### src/rtl/imem_loader.sv
// Framed byte-stream program loader for the RISC8 instruction memory.
// Parses SYNC/ADDR/LEN/payload/CHK frames and holds the core in reset until a good frame lands.
module imem_loader #(
  parameter int          ADDR_W    = 8,
  parameter logic [7:0]  SYNC_BYTE = 8'hA5
) (
  input  logic              clk,
  input  logic              reset,
  input  logic              in_valid,
  input  logic [7:0]        in_data,
  output logic              in_ready,
  output logic              mem_we,
  output logic [ADDR_W-1:0] mem_addr,
  output logic [7:0]        mem_wdata,
  output logic              cpu_hold,
  output logic              done,
  output logic              err,
  output logic [7:0]        checksum
);

  typedef enum logic [2:0] {
    S_IDLE,
    S_ADDR,
    S_LEN,
    S_DATA,
    S_CHK,
    S_DONE,
    S_ERR
  } state_t;

  state_t            state_q, state_d;
  logic              ready_q, ready_d;
  logic              hold_q, hold_d;
  logic [ADDR_W-1:0] base_q, base_d;
  logic [ADDR_W-1:0] idx_q, idx_d;
  logic [7:0]        count_q, count_d;
  logic [7:0]        sum_q, sum_d;
  logic              we_q, we_d;
  logic [ADDR_W-1:0] addr_q, addr_d;
  logic [7:0]        wdata_q, wdata_d;
  logic              accept;
  logic [7:0]        chkTotal;

  assign accept   = in_valid & ready_q;
  assign chkTotal = sum_q + in_data;

  always_ff @(posedge clk or negedge reset) begin
    if (!reset) begin
      state_q <= S_IDLE;
      ready_q <= 1'b0;
      hold_q  <= 1'b1;
      base_q  <= '0;
      idx_q   <= '0;
      count_q <= '0;
      sum_q   <= '0;
      we_q    <= 1'b0;
      addr_q  <= '0;
      wdata_q <= '0;
    end else begin
      state_q <= state_d;
      ready_q <= ready_d;
      hold_q  <= hold_d;
      base_q  <= base_d;
      idx_q   <= idx_d;
      count_q <= count_d;
      sum_q   <= sum_d;
      we_q    <= we_d;
      addr_q  <= addr_d;
      wdata_q <= wdata_d;
    end
  end

  always_comb begin
    state_d = state_q;
    hold_d  = hold_q;
    base_d  = base_q;
    idx_d   = idx_q;
    count_d = count_q;
    sum_d   = sum_q;
    we_d    = 1'b0;
    addr_d  = addr_q;
    wdata_d = wdata_q;

    case (state_q)
      S_IDLE: begin
        if (accept && in_data == SYNC_BYTE) begin
          state_d = S_ADDR;
          hold_d  = 1'b1;
        end
      end
      S_ADDR: begin
        if (accept) begin
          base_d  = ADDR_W'(in_data);
          state_d = S_LEN;
        end
      end
      S_LEN: begin
        if (accept) begin
          if (in_data == 8'h00) begin
            state_d = S_ERR;
          end else begin
            count_d = in_data;
            sum_d   = 8'h00;
            idx_d   = '0;
            state_d = S_DATA;
          end
        end
      end
      // Writes are registered, so they trail the accepted byte by one cycle.
      S_DATA: begin
        if (accept) begin
          sum_d   = sum_q + in_data;
          we_d    = 1'b1;
          addr_d  = base_q + idx_q;
          wdata_d = in_data;
          idx_d   = idx_q + 1'b1;
          count_d = count_q - 8'd1;
          if (count_q == 8'd1) begin
            state_d = S_CHK;
          end
        end
      end
      S_CHK: begin
        if (accept) begin
          if (chkTotal == 8'h00) begin
            state_d = S_DONE;
            hold_d  = 1'b0;
          end else begin
            state_d = S_ERR;
          end
        end
      end
      S_DONE:  state_d = S_IDLE;
      S_ERR:   state_d = S_IDLE;
      default: state_d = S_IDLE;
    endcase
  end

  // Registered so in_ready stays low through reset and rises on the first clock after release.
  assign ready_d = (state_d != S_DONE) && (state_d != S_ERR);

  assign in_ready  = ready_q;
  assign mem_we    = we_q;
  assign mem_addr  = addr_q;
  assign mem_wdata = wdata_q;
  assign cpu_hold  = hold_q;
  assign done      = (state_q == S_DONE);
  assign err       = (state_q == S_ERR);
  assign checksum  = sum_q;

endmodule

### config.mk
export PLATFORM = sky130hd
export DESIGN_NAME = imem_loader
export DESIGN_NICKNAME = d
export VERILOG_FILES = /design/src/rtl/imem_loader.sv
export SDC_FILE = /design/constraint.sdc
export NUM_CORES = 1
export LEC_CHECK = 0
export CORE_ASPECT_RATIO = 0.8
export CORE_UTILIZATION = 40
export CTS_BUF_LIST = sky130_fd_sc_hd__clkbuf_2 sky130_fd_sc_hd__clkbuf_4 sky130_fd_sc_hd__clkbuf_8
export DETAILED_ROUTE_END_ITERATION = 12
export GPL_ROUTABILITY_DRIVEN = 0
export GPL_TIMING_DRIVEN = 0
export PLACE_DENSITY_LB_ADDON = 0.1
export REMOVE_ABC_BUFFERS = 1
export SKIP_CTS_REPAIR_TIMING = 1
export SYNTH_ARGS = -nofsm -noshare
export SYNTH_HDL_FRONTEND = slang
export SYNTH_SLANG_ARGS = --single-unit
### constraint.sdc
create_clock -name clk -period 6.37 [get_ports clk]
set_clock_uncertainty 0.1 [all_clocks]
set_input_delay 1.5925 -clock clk [delete_from_list [all_inputs] [get_ports clk]]
set_output_delay 1.5925 -clock clk [all_outputs]
set_load 0.1 [all_outputs]
==> results.py, run 1 <==
metrics = {
    "cts": {
        "cts_tree": "built",
        "h-tree-depth": 2,
        "insertion_delay_ns": 0.31,
        "cts.clk_slew.worst_paths_ns": 0.11,
        "cts_sinks": 54,
        "cts_max_path_buffers": 2,
        "clk_root_buffer_cell": "clkbuf_8",
        "cts_buffers": 5,
    },
    "worst_setup_path": {
        "cp.depth": 8,
        "cp.required_ns": 6.44,
        "worst-path-buf-inv": 1,
        "r2r_cells": 6,
        "cp.arrival_ns": 4.23,
        "r2r_start": "state_q[1]",
        "slowest_delay_ns": 0.60,
        "cp-startpoint": "in_data[0]",
        "endpoint": "state_q[1]",
        "critical_path_class": "in -> reg",
        "cp-end-kind": "register",
        "critPathSlowestCell": "clkdlybuf4s50_1",
        "reg2reg_to": "mem_addr[6]",
        "path_cells": "clkdlybuf4s50_1, ha_1, fa_1, a211oi_2, or4b_1, nand4_2, nor4_2, a31oi_1",
        "crit_family": "simple AND/OR/NAND/NOR gates",
        "startpoint_type": "primary input",
        "crit_fanout": 7,
        "r2r_slack_ns": 3.49,
    },
    "floorplanning": {
        "dieArea_um2": 8200,
        "coreArea_um2": 7500,
        "io_pins": 40,
        "rows": 28,
        "die_h_um": 81.2,
        "initial_core_util_pct": 41.8,
        "die_x_um": 101,
    },
    "sta": {
        "fmax_mhz": 240,
        "slew_headroom_pct": 34.7,
        "maxSlewViolCount": 0,
        "rsz0062_at_grt": "no",
        "final_hold_viol_count": 0,
        "period_needed_ns": 4.17,
        "setup_viol": 0,
        "finalSetupTns_ns": 0,
        "period_share_pct": 65.4,
        "worst_pin_slew_ns": 0.976,
    },
    "logic_synthesis": {
        "synthFlopType": "dfrtp_1",
        "synth_cell_types": 65,
        "yosysSeqAreaShare_pct": 43.2,
        "synth_top_area_share_pct": 42.3,
        "synth_edf_count": 0,
        "async_flop_share_pct": 100,
        "avgSynthCellArea_um2": 9.76,
        "synth_area_leader_cell": "dfrtp_1",
        "synth_area_um2": 3130,
        "ys_seq_elements": 54,
        "synth_warnings": 0,
        "netlist_instances": 321,
        "synth_area_leaders": "dfrtp_1 42%, ha_1 6.8%, nand2_1 5.7%",
    },
    "route": {
        "dr_total_vias": 2502,
        "drtIter0Drc": 115,
        "detail-route-antenna-nets": 0,
        "firstDrtPassIters": 4,
        "post_drt_wl_per_cell_um": 15.6,
        "drc_errors": 0,
        "wirelength_um": 7250,
        "vias_per_cell": 5.38,
    },
    "global_routing": {
        "met1_usage_pct": 29.1,
        "grt_pass1_wl_um": 12100,
        "grt_pass1_vias": 2323,
        "met3_usage_pct": 3.10,
        "grt.busiest_layer": "met2",
        "grt_max_degree": 34,
        "grt_usage_pct": 19.4,
        "use_met2_pct": 29.1,
        "grt_overflow": 0,
        "antenna_found_initial": 0,
    },
    "power_and_ir_drop": {
        "vdd_drop_max_uv": 201,
        "power.density_nw_per_um2": 539,
        "p_total_w": 0.00200,
        "p_leak_nw": 1.60,
    },
    "cells_and_area": {
        "drive_above_1_share_pct": 11.4,
        "area_growth_pct": 18.1,
        "fillers": 753,
        "final_nets": 389,
        "final_cell_mix": "53 x dfrtp_1, 48 x nand2_1, 38 x clkdlybuf4s50_1",
        "stdcell_count": 465,
        "n_antenna_cell": 0,
        "layout_commonest_cell": "dfrtp_1",
    },
    "min_path": {
        "hold_path_class": "reg -> reg",
    },
    "place": {
        "placed_cells": 457,
        "io_buffers": 39,
        "hpwl_um": 5210,
    },
    "flow_run": {
        "drv_cap": 0,
    },
    "status": {
        "outcome": "completed",
    },
}
metal layers:
layer / routed length [µm] / vias to the layer above / part of all wire (%)
met2: 3050 / 43 / 42
met5: 0 / - / 0
met3: 218 / 4 / 3.0
li1: - / 1244 / -
met1: 3940 / 1211 / 54
met4: 38 / 0 / 0.52
state kept, by name, indices dropped and copies added (netlist names):
signal,flops
cpu_hold,1
in_ready,1
count_q,8
idx_q,8
base_q,8
mem_wdata,8
checksum,8
mem_we,1
mem_addr,8
state_q,3
cell families after synthesis:
family                   after synthesis  share of synthesized area [%]
buffers and inverters                 21                           3.31
AO/OA/AOI/OAI                         84                           19.4
XOR/XNOR                              12                           3.35
flip-flops                            54                           43.2
multiplexers                           7                           2.52
adder cells (fa/ha/maj)               19                           8.06
AND/OR/NAND/NOR                      124                           20.2
worst reg2reg max path, cell delays in order (launching register included):
cell and delay (ns):
dfrtp_1 0.58, and3b_1 0.46, nand3_2 0.53, inv_1 0.74, and3_1 0.25, a211oi_1 0.05, nand3_1 0.12
cell usage after synthesis, types with 3 or more instances:
cell and number:
or3_1 5, xor2_1 9, nand4_1 5, clkbuf_1 3, a31oi_1 5, ha_1 17, a22o_1 6, and3_1 3
nor4_2 4, nand2_1 48, o21ai_0 15, inv_1 12, o21a_1 4, mux2_2 7, o31ai_1 4, nand3_1 4
dfrtp_1 53, nor2_1 27, o211ai_1 4, a21oi_1 15, xnor2_1 3, nor3_1 11, o21ai_1 4, buf_2 4
stage by stage:
| step | setup WS, ns | instance area, µm² | utilization (%) | hold slack, ns |
|---|---|---|---|---|
| floorplan | 2.69 | 3080 | - | 0.363 |
| global placement | 1.86 | 3600 | 48.0 | 0.359 |
| detailed placement | 1.90 | 3610 | 48.2 | 0.363 |
| CTS | 2.22 | 3700 | 49.4 | 0.390 |
| global route | 2.03 | 3700 | 49.4 | 0.408 |
| finish | 2.20 | 3700 | 49.4 | 0.386 |
where the power goes:
group,internal (W),switching [W]
combinational,0.000367,0.000845
sequential,0.000474,0.000115
clock,0.0000776,0.000117
how the worst min path moves through the flow:
stage / endpoint / slack (ns) / from / cells after the start
6_report: mem_wdata[2] / 0.39 / mem_wdata[2] / 2
5_1_grt: mem_addr[0] / 0.41 / mem_addr[0] / 2
4_1_cts: mem_wdata[2] / 0.39 / mem_wdata[2] / 2
3_5_place_dp: mem_wdata[2] / 0.36 / mem_wdata[2] / 2
3_3_place_gp: mem_wdata[2] / 0.36 / mem_wdata[2] / 2
2_1_floorplan: count_q[1] / 0.36 / count_q[1] / 2
cell type report:
class	count	area, µm²	share of cell area (%)
inverters	12	45.0	1.22
clock buffers	5	68.8	1.86
multi-input cells	246	1680	45.3
well taps	105	131	3.55
clock inverters	3	21.3	0.575
repair buffers	40	405	10.9
flip-flops and latches	54	1350	36.5
Note: power is estimated with default switching activity, not from simulation.
==> run 2: changes to the inputs <==
clock period = 4 ns   (was 6.37 ns; I/O delays follow)
==> results of run 2 <==
The final DEF is identical to that of run 1. Status: completed.
Among the figures that moved: setup slack after placement 1.90 ns -> 0.126 ns; setup slack after layout 2.20 ns -> 0.427 ns; register-to-register setup slack 3.49 ns -> 1.12 ns; total power 0.00200 W -> 0.00318 W; worst IR drop on VDD 201 µV -> 319 µV
